--- src/rtl/alu4_pkg.sv ---
// Shared constants and types for the alu4 datapath and its command sequencer.
package alu4_pkg;

  // alu4 opcodes, carried in cmd_op[2:0]
  localparam logic [2:0] OP_NOTA = 3'b000;
  localparam logic [2:0] OP_NOTB = 3'b001;
  localparam logic [2:0] OP_AND  = 3'b010;
  localparam logic [2:0] OP_OR   = 3'b011;
  localparam logic [2:0] OP_XOR  = 3'b100;
  localparam logic [2:0] OP_XNOR = 3'b101;
  localparam logic [2:0] OP_SUB  = 3'b110;
  localparam logic [2:0] OP_ADD  = 3'b111;

  // cmd_op[LOADI_BIT]=1 selects "load immediate" instead of an ALU op
  localparam int LOADI_BIT = 3;

  // Bit positions inside the {c,n,z,v} flag register
  localparam int FLAG_C = 3;
  localparam int FLAG_N = 2;
  localparam int FLAG_Z = 1;
  localparam int FLAG_V = 0;

  typedef enum logic [1:0] {
    IDLE  = 2'b00,
    FETCH = 2'b01,
    EXEC  = 2'b10,
    WB    = 2'b11
  } state_e;

endpackage

--- src/rtl/alu4.sv ---
// 4-bit combinational ALU. Arithmetic ops report carry-out and signed
// overflow; logic ops leave c and v at 0. n and z always describe y.
module alu4
  import alu4_pkg::*;
(
  input  logic [3:0] a,
  input  logic [3:0] b,
  input  logic [2:0] op,
  output logic [3:0] y,
  output logic       c,
  output logic       n,
  output logic       z,
  output logic       v
);

  logic [4:0] sum;

  // Opcode decode and flag generation; subtract is a + ~b + 1 so c means "no borrow".
  always_comb begin
    // NOTE: every output gets a default before the case so no path leaves a
    // variable unassigned, which would otherwise infer a latch.
    sum = 5'd0;
    y   = 4'd0;
    c   = 1'b0;
    v   = 1'b0;
    case (op)
      OP_NOTA: y = ~a;
      OP_NOTB: y = ~b;
      OP_AND:  y = a & b;
      OP_OR:   y = a | b;
      OP_XOR:  y = a ^ b;
      OP_XNOR: y = ~(a ^ b);
      OP_SUB: begin
        sum = {1'b0, a} + {1'b0, ~b} + 5'd1;
        y   = sum[3:0];
        c   = sum[4];
        v   = (a[3] != b[3]) && (y[3] != a[3]);
      end
      OP_ADD: begin
        sum = {1'b0, a} + {1'b0, b};
        y   = sum[3:0];
        c   = sum[4];
        v   = (a[3] == b[3]) && (y[3] != a[3]);
      end
      default: y = 4'd0;
    endcase
    n = y[3];
    z = (y == 4'd0);
  end

endmodule

--- src/rtl/regfile4.sv ---
// NREG x 4-bit register file: one synchronous write port, three
// combinational read ports (operand a, operand b, debug).
module regfile4 #(
  parameter int NREG = 4,
  parameter int RAW  = 2
) (
  input  logic           clk,
  input  logic           reset,
  input  logic           we,
  input  logic [RAW-1:0] waddr,
  input  logic [3:0]     wdata,
  input  logic [RAW-1:0] ra_addr,
  output logic [3:0]     ra_data,
  input  logic [RAW-1:0] rb_addr,
  output logic [3:0]     rb_data,
  input  logic [RAW-1:0] rd_addr,
  output logic [3:0]     rd_data
);

  logic [3:0] mem_q [NREG];
  logic [3:0] mem_d [NREG];

  // Next-state of the array: copy, then overlay the single write.
  always_comb begin
    // NOTE: always_comb uses blocking '=' so the overlay below sees the copy;
    // the flop update in always_ff uses non-blocking '<=' only.
    mem_d = mem_q;
    if (we) mem_d[waddr] = wdata;
  end

  // Storage; the whole array clears on reset.
  always_ff @(posedge clk) begin
    // NOTE: this array is reset on purpose because every register must read
    // 0000 after reset; that keeps it out of RAM macros, which is fine at 4x4.
    if (reset) mem_q <= '{default: 4'd0};
    else       mem_q <= mem_d;
  end

  assign ra_data = mem_q[ra_addr];
  assign rb_data = mem_q[rb_addr];
  assign rd_data = mem_q[rd_addr];

endmodule

--- src/rtl/alu4_ctrl.sv ---
// Command sequencer around one alu4: IDLE accepts a command, FETCH reads
// operands, EXEC captures the ALU outputs, WB writes register, result, flags.
module alu4_ctrl
  import alu4_pkg::*;
#(
  parameter int NREG = 4,
  parameter int RAW  = 2
) (
  input  logic           clk,
  input  logic           reset,
  input  logic           cmd_valid,
  output logic           cmd_ready,
  input  logic [3:0]     cmd_op,
  input  logic [RAW-1:0] cmd_dst,
  input  logic [RAW-1:0] cmd_sa,
  input  logic [RAW-1:0] cmd_sb,
  input  logic [3:0]     cmd_imm,
  output logic           done,
  output logic [3:0]     result,
  output logic [3:0]     flags,
  input  logic [RAW-1:0] rd_addr,
  output logic [3:0]     rd_data
);

  state_e         state_q, state_d;
  logic [3:0]     op_q, op_d;
  logic [RAW-1:0] dst_q, dst_d, sa_q, sa_d, sb_q, sb_d;
  logic [3:0]     imm_q, imm_d;
  logic [3:0]     opa_q, opa_d, opb_q, opb_d;
  logic [3:0]     alu_y_q, alu_y_d, alu_f_q, alu_f_d;
  logic [3:0]     result_q, result_d, flags_q, flags_d;
  logic           done_q, done_d;

  logic           we;
  logic [3:0]     wdata;
  logic [3:0]     ra_data, rb_data;
  logic [3:0]     alu_y;
  logic           alu_c, alu_n, alu_z, alu_v;

  regfile4 #(.NREG(NREG), .RAW(RAW)) u_regfile (
    .clk     (clk),
    .reset   (reset),
    .we      (we),
    .waddr   (dst_q),
    .wdata   (wdata),
    .ra_addr (sa_q),
    .ra_data (ra_data),
    .rb_addr (sb_q),
    .rb_data (rb_data),
    .rd_addr (rd_addr),
    .rd_data (rd_data)
  );

  // ALU sees only registered operands and opcode, so its inputs are stable in EXEC.
  alu4 u_alu (
    .a  (opa_q),
    .b  (opb_q),
    .op (op_q[2:0]),
    .y  (alu_y),
    .c  (alu_c),
    .n  (alu_n),
    .z  (alu_z),
    .v  (alu_v)
  );

  // Next-state and outputs: hold everything by default, each state updates its own part.
  always_comb begin
    state_d   = state_q;
    op_d      = op_q;
    dst_d     = dst_q;
    sa_d      = sa_q;
    sb_d      = sb_q;
    imm_d     = imm_q;
    opa_d     = opa_q;
    opb_d     = opb_q;
    alu_y_d   = alu_y_q;
    alu_f_d   = alu_f_q;
    result_d  = result_q;
    flags_d   = flags_q;
    done_d    = 1'b0;
    we        = 1'b0;
    wdata     = 4'd0;
    cmd_ready = 1'b0;
    case (state_q)
      IDLE: begin
        cmd_ready = 1'b1;
        if (cmd_valid) begin
          op_d    = cmd_op;
          dst_d   = cmd_dst;
          sa_d    = cmd_sa;
          sb_d    = cmd_sb;
          imm_d   = cmd_imm;
          state_d = cmd_op[LOADI_BIT] ? WB : FETCH;
        end
      end
      FETCH: begin
        opa_d   = ra_data;
        opb_d   = rb_data;
        state_d = EXEC;
      end
      EXEC: begin
        alu_y_d = alu_y;
        alu_f_d = {alu_c, alu_n, alu_z, alu_v};
        state_d = WB;
      end
      WB: begin
        we       = 1'b1;
        wdata    = op_q[LOADI_BIT] ? imm_q : alu_y_q;
        result_d = wdata;
        // LOADI leaves flags alone; ALU ops copy the captured flags unchanged.
        if (!op_q[LOADI_BIT]) flags_d = alu_f_q;
        done_d   = 1'b1;
        state_d  = IDLE;
      end
      default: state_d = IDLE;
    endcase
  end

  // State register; reset abandons any command in flight.
  always_ff @(posedge clk) begin
    if (reset) begin
      state_q  <= IDLE;
      op_q     <= '0;
      dst_q    <= '0;
      sa_q     <= '0;
      sb_q     <= '0;
      imm_q    <= '0;
      opa_q    <= '0;
      opb_q    <= '0;
      alu_y_q  <= '0;
      alu_f_q  <= '0;
      result_q <= '0;
      flags_q  <= '0;
      done_q   <= 1'b0;
    end else begin
      state_q  <= state_d;
      op_q     <= op_d;
      dst_q    <= dst_d;
      sa_q     <= sa_d;
      sb_q     <= sb_d;
      imm_q    <= imm_d;
      opa_q    <= opa_d;
      opb_q    <= opb_d;
      alu_y_q  <= alu_y_d;
      alu_f_q  <= alu_f_d;
      result_q <= result_d;
      flags_q  <= flags_d;
      done_q   <= done_d;
    end
  end

  assign done   = done_q;
  assign result = result_q;
  assign flags  = flags_q;

endmodule

--- config.mk ---
export PLATFORM = sky130hd
export DESIGN_NAME = alu4_ctrl
export DESIGN_NICKNAME = d
export VERILOG_FILES = /design/src/rtl/alu4_pkg.sv /design/src/rtl/alu4.sv /design/src/rtl/regfile4.sv /design/src/rtl/alu4_ctrl.sv
export SDC_FILE = /design/constraint.sdc
export NUM_CORES = 1
export LEC_CHECK = 0
export ABC_AREA = 0
export BUFFER_PORTS_ARGS = -buffer_cell sky130_fd_sc_hd__buf_4
export CAP_MARGIN = 20
export CORE_ASPECT_RATIO = 0.5
export CORE_MARGIN = 8
export CORE_UTILIZATION = 45
export DETAILED_ROUTE_END_ITERATION = 6
export GPL_TIMING_DRIVEN = 0
export PLACE_DENSITY = 0.74
export SLEW_MARGIN = 15
export SYNTH_ARGS = -nofsm -noshare
export SYNTH_HDL_FRONTEND = slang
export SYNTH_SLANG_ARGS = --single-unit
--- constraint.sdc ---
create_clock -name clk -period 3.6 [get_ports clk]
set_clock_uncertainty 0.2 [all_clocks]
set_input_delay 0.18 -clock clk [delete_from_list [all_inputs] [get_ports clk]]
set_output_delay 0.18 -clock clk [all_outputs]
set_load 0.01 [all_outputs]
==> flow_summary.toml, run 1 <==
[status]
outcome = "finished clean"

[power_and_ir_drop]
seq_power_share_pct = 41.4
p_sw_share_pct = 31.4
p_int_mw = 1.21
clockPowerShare_pct = 30.1
p_per_area_nw_per_um2 = 477
peakVddDrop_mv = 0.215
p_leak_nw = 1.37
pwr-share-comb_pct = 28.4
p_switching_mw = 0.554

[detailed_routing]
drc_errors = 0
dr.first_iter.drc_count = 176
routed_wl_um = 7110
ant_nets = 0
vias = 2581
post_drt_via_cell_ratio = 5.29
dr.pass1.iters = 4
wl_per_cell_um = 14.6

[global_route]
grtUsageTotal_pct = 14.8
grt_pass1_vias = 2367
grt_max_degree = 17
grt_pass1_wl_um = 11800
antenna_found_initial = 0
grt-ovfl-total = 0

[place]
dp_hpwl_um = 5240
port-buffer-count = 32
place.gp.congestion = 0.844

[setup_path]
setup.worst_path.start = "opb_q[0]"
worst-r2r-setup-slack_ps = 1000
crit_fanout = 5
cp_slowest_cell = "mux4_2"
crit_type = "reg -> reg"
cp_slowest_stage_delay_ps = 520
crit_chain = "ha_1 > inv_1 > fa_1 > mux2_4 > mux4_2 > and3b_1 > a41o_1"
cp-endpoint = "alu_f_q[1]"
crit_cells = 7
path_delay_family = "multiplexers"
cp.required_ps = 3580
arrival_ps = 2580
cp_num_buf_inv = 1
r2r_cells = 7
end_kind = "register"
regToRegStartpoint = "opb_q[0]"
r2r-end = "alu_f_q[1]"
critPathLaunchType = "register"

[clock_network]
cts_buffers = 5
clk_pin_slew_ps = 70
htree_levels = 2
cts_tree = "built"
clk-insertion-delay-late_ps = 290
clockRootBuffer = "clkbuf_16"
cts_resized = 0
clkSinkCount = 56
clk_path_buf_depth = 2

[floorplan]
initial_utilization_pct = 45.9
coreArea_sq_um = 6620
num_io_pins = 33
die_y_um = 74.1
rows = 21
die_w_um = 132
die_area_sq_um = 9810

[synthesis]
ys.flop_type = "dfxtp_1"
netlist_area_sq_um = 3040
seq_area_frac_synth_pct = 36.9
synth_edf_count = 0
syn_area_per_cell_sq_um = 8.89
ys_warn_count = 0
synthArstFlopShare_pct = 0
synth_fp_nets = 379
ys_seq_elements = 56
netlist_instances = 342
synth_cell_types = 43

[timing]
setup_tns_ps = 0
maxSlewHeadroom_pct = 44.1
final-hold-violation-count = 0
rsz0062_at_grt = "no"
whs_ps = 28.6
worst_pin_slew_ps = 833
min_period_ps = 2600
finalCritPeriodShare_pct = 72.2
drv_slew = 0
fmax_mhz = 385
setup_viol = 0

[final_layout]
final_nets = 432
final_common_cell = "dfxtp_1"
n_antenna_cell = 0
mostFrequentLayoutCells = "56 x dfxtp_1, 50 x nor2_1, 37 x a21oi_1"
fillers = 609
syn_to_final_growth_pct = 21.7
layout-drive-gt1-share_pct = 15.2

[flow_run]
cap_violations = 0

[min_path]
hp-class = "in -> reg"
[stage by stage]
| step | setup slack [ps] | total power [mW] | util (%) | cells | area, sq um |
|---|---|---|---|---|---|
| CTS | 996 | 1.77 | 55.9 | 488 | 3700 |
| global route | 896 | 1.86 | 55.9 | 488 | 3700 |
| detailed placement | 1000 | 1.22 | 51.3 | 466 | 3400 |
| floorplan | 1170 | 1.09 | - | 342 | 3040 |
| global placement | 1020 | 1.22 | 51.3 | 466 | 3400 |
| finish | 1000 | 1.77 | 55.9 | 488 | 3700 |
[what timing repair did]
action,4_1_cts,5_1_grt
endpoints found under the hold margin,14,0
hold buffers,14,0
buffers inserted,0,0
[cell usage after synthesis (4+ instances only)]
master | instances | area, sq um
dfxtp_1 | 56 | 1120
nor2_1 | 50 | 188
a21oi_1 | 37 | 185
nand2_1 | 36 | 135
mux2i_1 | 26 | 260
nor3_1 | 17 | 85.1
clkbuf_1 | 16 | 60.1
ha_1 | 16 | 200
inv_1 | 15 | 56.3
mux4_2 | 13 | 293
o21ai_0 | 7 | 35.0
nor2b_1 | 6 | 37.5
a211oi_1 | 4 | 30.0
[final cells by class]
type,instances,area (sq um),area share [%]
inverters,15,56.3,1.52
well taps,92,115,3.11
plain buffers,22,97.6,2.64
repair buffers,46,380,10.3
multi-input cells,249,1770,47.7
flip-flops and latches,56,1120,30.3
clock inverters,2,35.0,0.947
clock buffers,6,129,3.48
[per-layer routing]
metal	up-vias	GRT usage [%]	routed length, um
li1	1307	-	-
met1	1221	18.8	3320
met2	45	26.1	3430
met3	8	2.09	284
met4	0	4.36	76
met5	-	0	0
[worst min path at each step]
stage / start / to / slack (ps) / cells after the start
2_1_floorplan: cmd_imm[0] / imm_q[0] / 120 / 2
3_5_place_dp: cmd_imm[1] / imm_q[1] / 240 / 3
4_1_cts: cmd_valid / state_q[0] / 20 / 3
6_report: cmd_valid / state_q[0] / 30 / 3
5_1_grt: cmd_valid / state_q[0] / 40 / 3
3_3_place_gp: cmd_imm[1] / imm_q[1] / 240 / 3
[power groups by stage]
| stage | clock network, mW | logic, mW | registers (mW) |
|---|---|---|---|
| 3_5_place_dp | 0 | 0.480 | 0.744 |
| 4_1_cts | 0.538 | 0.496 | 0.731 |
| 3_3_place_gp | 0 | 0.478 | 0.742 |
| 6_report | 0.532 | 0.503 | 0.732 |
| 2_1_floorplan | 0 | 0.358 | 0.729 |
| 5_1_grt | 0.562 | 0.558 | 0.740 |
[worst min-delay path: stages]
cell	delay [ps]
buf_4	130
nor2_1	80
a211oi_1	80
[logic make-up (layout without fill, tap and decap cells)]
| logic type | after synthesis | after routing | share of synthesized area (%) |
|---|---|---|---|
| multiplexers | 41 | 41 | 19.0 |
| AO/OA/AOI/OAI | 62 | 62 | 12.2 |
| buffers and inverters | 37 | 91 | 5.06 |
| XOR/XNOR | 1 | 1 | 0.288 |
| AND/OR/NAND/NOR | 127 | 127 | 18.7 |
| adder cells (fa/ha/maj) | 18 | 18 | 7.90 |
| flip-flops | 56 | 56 | 36.9 |
[flip-flops by register name (all words and copies together), names as in the netlist, 3 cells and up]
signal and flops:
alu_f_q 4, alu_y_q 3, flags 4, imm_q 4, op_q 4, opa_q 4
opb_q 4, result 4, u_regfile.mem_q 16
Note: power is estimated with default switching activity, not from simulation.
==> run 2: changes to the inputs <==
- ABC_AREA: 0 -> 1
- PLACE_DENSITY: 0.74 -> 0.76
- clock period: 3.6 -> 2.35 ns (I/O delays scaled with it)
==> flow_summary.toml, run 2 <==
[status]
outcome = "finished clean"

[synthesis]
synth_fp_nets = 475
synth-simple-area-share_pct = 18.9
yosysTopAreaCell = "dfxtp_1"
synth_common_cells = "79 x o21ai_0, 59 x a21oi_1, 56 x dfxtp_1"
netlist_instances = 438
synth-xor-area-share_pct = 0.867
synth.most_common_cell = "o21ai_0"
synthArstFlopShare_pct = 0
synth_cell_types = 27
netlist_area_sq_um = 3030
synth_fa_ha_area_share_pct = 7.92
synth_top_family_by_area = "compound AO/OA/AOI/OAI gates"
seq_area_frac_synth_pct = 37.0
yosys.area.top_type_share_pct = 37.0
synthMuxAreaShare_pct = 0
synth_edf_count = 0
ys.flop_type = "dfxtp_1"
yosys-top-cells-area = "dfxtp_1 37%, o21ai_0 13%, a21oi_1 9.7%"
ys_seq_elements = 56
syn_area_per_cell_sq_um = 6.92
ys_warn_count = 0
synth_compound_area_share_pct = 25.3

[global_route]
grt-ovfl-total = 0
grt_pass1_wl_um = 13400
grt_max_degree = 16
grtUsageTotal_pct = 16.8
grt_pass1_vias = 2868
antenna_found_initial = 0

[power_and_ir_drop]
p_per_area_nw_per_um2 = 853
p_leak_nw = 1.69
finalPower_mw = 3.16
peakVddDrop_mv = 0.360

[setup_path]
crit_fanout = 3
arrival_ps = 2190
critPathLaunchType = "register"
cp.required_ps = 2370
worst-r2r-setup-slack_ps = 180
crit_type = "reg -> reg"
regToRegStartpoint = "opa_q[0]"
r2r-end = "alu_f_q[1]"
r2r_cells = 13
end_kind = "register"

[floorplan]
coreArea_sq_um = 6600
die_w_um = 132
die_y_um = 74.0
rows = 21
initial_utilization_pct = 46.0
num_io_pins = 33
die_area_sq_um = 9780

[timing]
drv_slew = 0
finalCritPeriodShare_pct = 92.2
worst_pin_slew_ps = 725
fmax_mhz = 461
rsz0062_at_grt = "no"
setup_viol = 0
maxSlewHeadroom_pct = 51.3
setup_tns_ps = 0
min_period_ps = 2170
final-hold-violation-count = 0

[place]
postPlaceCellArea_sq_um = 3390
dpl.cell_count = 562
dp_hpwl_um = 5900
port-buffer-count = 32
place.gp.congestion = 0.893

[final_layout]
utilization_pct = 56.1
largest_reg_flops = 16
mostFrequentLayoutCells = "79 x o21ai_0, 59 x a21oi_1, 56 x dfxtp_1"
fillers = 623
layout-drive-gt1-share_pct = 10.3
syn_to_final_growth_pct = 22.0
seq_area_sq_um = 1120
multi_input_area_sq_um = 1610
final_common_cell = "o21ai_0"
top_register = "u_regfile.mem_q"
n_antenna_cell = 0
final_nets = 530
stdcell_area_sq_um = 3700
layout.cells.non_filler = 585

[detailed_routing]
drc_errors = 0
routed_wl_um = 7940
wl_per_cell_um = 13.6
dr.first_iter.drc_count = 343
post_drt_via_cell_ratio = 5.16
dr.pass1.iters = 6
ant_nets = 0
vias = 3018

[min_path]
hp-start = "flags[2]"
hold_depth = 2
hp-class = "reg -> reg"
hold-path-endpoint = "flags[2]"

[clock_network]
post_cts_buffers = 0
htree_levels = 2
cts_hold_buf = 16
clkSinkCount = 56
clk-insertion-delay-late_ps = 290
cts_resized = 0
clk_path_buf_depth = 2
clockRootBuffer = "clkbuf_16"
cts_tree = "built"
cts_buffers = 5
clk_pin_slew_ps = 70

[flow_run]
cap_violations = 0
[run 2: cell count changes after synthesis, sizes merged, moves of 4 or more]
cell,before,now
nand4,1,6
inv,15,59
a211oi,4,0
o21ai,7,79
nand3,3,22
mux4,13,0
a21oi,37,60
nor3,17,4
mux2i,26,0
a22oi,0,4
nand2,36,53
o211ai,0,4
nor2b,6,0
[run 2: metal layers]
layer	global-route usage, %	wire (um)
met1	21.3	3900
met2	27.7	3510
met3	2.90	345
met4	7.82	189
met5	0	0
[run 2: how the worst max path moves through the flow]
stage	endpoint	slack, ps	cells past startpoint	startpoint
after CTS	alu_f_q[1]	190	13	opa_q[0]
after floorplan	alu_f_q[1]	430	13	opa_q[0]
final	alu_f_q[1]	180	13	opa_q[0]
after detailed placement	alu_f_q[1]	210	13	opa_q[0]
after global placement	alu_f_q[1]	220	13	opa_q[0]
after global routing	alu_f_q[1]	50	13	opa_q[0]
[run 2: logic make-up (layout without fill, tap and decap cells)]
family,after synthesis,count (layout)
AO/OA/AOI/OAI,148,148
AND/OR/NAND/NOR,136,136
buffers and inverters,77,132
flip-flops,56,56
adder cells (fa/ha/maj),18,18
XOR/XNOR,3,3
[run 2: critical path, stage by stage, from the launching register on]
cell	delay, ps
dfxtp_1	360
inv_1	90
ha_1	200
inv_1	80
fa_1	420
nand4_1	100
nand2_1	50
nor2_1	120
nand2_1	80
nand2_1	90
nand2_1	50
nor2_1	80
nand2_1	60
a21oi_2	100
[run 2: stage by stage]
step	setup WS, ps	hold slack (ps)
after global routing	52.1	290
final	182	271
after CTS	192	280
after detailed placement	211	188
after global placement	225	176
after floorplan	429	73.7
[run 2: cell type report]
cell class	count	area share, %
Sequential cell	56	30.3
Tap cell	92	3.11
Multi-Input combinational cell	305	43.4
Timing Repair Buffer	48	10.8
Buffer	18	2.27
Clock buffer	7	4.13
Inverter	59	5.99
[run 2: power by group]
part           switching, mW  internal, mW  leakage (nW)
clock                  0.325         0.448        0.0760
combinational          0.743         0.428          1.16
sequential             0.116          1.10         0.457
==> run 3: changes to the inputs <==
- REMOVE_ABC_BUFFERS: default -> 1
==> flow_summary.toml, run 3 (synthesis gave the netlist of run 2 again) <==
[status]
outcome = "finished clean"

[detailed_routing]
drc_errors = 0
ant_nets = 0
routed_wl_um = 7330
vias = 2902
dr.pass1.iters = 7
post_drt_via_cell_ratio = 5.10
wl_per_cell_um = 12.9
dr.first_iter.drc_count = 232

[clock_network]
cts_buffers = 5
clk_pin_slew_ps = 70
clk_path_buf_depth = 2
clk-insertion-delay-late_ps = 290
cts_tree = "built"
htree_levels = 2
post_cts_buffers = 0
clkSinkCount = 56
clockRootBuffer = "clkbuf_16"

[final_layout]
mostFrequentLayoutCells = "79 x o21ai_0, 59 x a21oi_1, 56 x dfxtp_1"
top_register = "u_regfile.mem_q"
layout-drive-gt1-share_pct = 10.3
final_nets = 513
fillers = 596
stdcell_area_sq_um = 3640
layout.cells.non_filler = 569
largest_reg_flops = 16
final_common_cell = "o21ai_0"
n_antenna_cell = 0
syn_to_final_growth_pct = 20.2

[timing]
rsz0062_at_grt = "no"
min_period_ps = 2170
finalCritPeriodShare_pct = 92.3
setup_viol = 0
final-hold-violation-count = 0
whs_ps = 267
fmax_mhz = 461
worst_pin_slew_ps = 770
final.setup.worst_slack_ps = 181
maxSlewHeadroom_pct = 48.3
setup_tns_ps = 0
drv_slew = 0

[global_route]
use_met2_pct = 24.6
grt_max_degree = 45
busiest_layer = "met2"
grt_pass1_vias = 2581
grt_pass1_wl_um = 12200
antenna_found_initial = 0
grt-ovfl-total = 0
grt_util_met3_pct = 2.63
grtUsageTotal_pct = 14.9
grt_use_met1_pct = 19.7

[place]
place.gp.congestion = 0.922
dpl.cell_count = 544
port-buffer-count = 32
preCtsSetupSlack_ps = 50.0
dp_hpwl_um = 5190
postPlaceCellArea_sq_um = 3300

[setup_path]
end_kind = "register"
cp.required_ps = 2380
crit_fanout = 3
critPathLaunchType = "register"
arrival_ps = 2200
crit_type = "reg -> reg"

[floorplan]
die_area_sq_um = 9780
num_io_pins = 33
rows = 21
coreArea_sq_um = 6600
initial_utilization_pct = 46.0
die_y_um = 74.0
die_w_um = 132

[power_and_ir_drop]
p_per_area_nw_per_um2 = 844
peakVddDrop_mv = 0.419
p_leak_nw = 1.66

[flow_run]
cap_violations = 0

[min_path]
hp-class = "reg -> reg"
-- run 3: cell type report --
cell class	count	area [sq um]	area share, %
Multi-Input combinational cell	305	1610	44.1
Inverter	59	221	6.08
Tap cell	92	115	3.16
Sequential cell	56	1120	30.8
Clock inverter	1	7.51	0.206
Timing Repair Buffer	49	428	11.7
Clock buffer	7	143	3.91
-- run 3: path summary, 6_finish.rpt --
check | from | endpoint | slack, ps | depth (start not counted)
max reg2reg | opa_q[0] | alu_f_q[1] | 180 | 13
min reg2reg | flags[2] | flags[2] | 270 | 2
max | opa_q[0] | alu_f_q[1] | 180 | 13
min | flags[2] | flags[2] | 270 | 2
-- run 3: where the power goes --
part / leakage [nW] / internal (mW) / switching, mW / total [mW]
Clock: 0.0701 / 0.425 / 0.332 / 0.757
Combinational: 1.14 / 0.397 / 0.667 / 1.06
Sequential: 0.457 / 1.10 / 0.158 / 1.25
Total: 1.66 / 1.92 / 1.16 / 3.07
-- run 3: per-layer routing --
layer	up-vias	routed length (um)
li1	1526	-
met5	-	0
met1	1292	3580
met2	78	3300
met4	0	57
met3	6	396
-- run 3: through the flow --
stage	utilization (%)	total power [mW]
3_5_place_dp	50.1	2.29
3_3_place_gp	50.1	2.27
4_1_cts	54.8	3.07
2_1_floorplan	-	2.00
6_report	55.2	3.07
5_1_grt	55.2	3.31
-- run 3: repair_timing --
item / 4_1_cts / 5_1_grt
hold buffers: 16 / 0
endpoints found under the setup margin: 0 / 1
hold endpoints to repair: 19 / 0
gates resized for setup: 0 / 1
-- run 3: worst max-delay path, stage by stage, from the launching register on --
cell and delay (ps):
dfxtp_1 350, inv_1 90, ha_1 200, inv_1 80, fa_1 420, nand4_1 100
nand2_1 60, nor2_1 130, nand2_1 70, nand2_1 90, nand2_1 60, nor2_1 80
nand2_1 70, a21oi_2 110
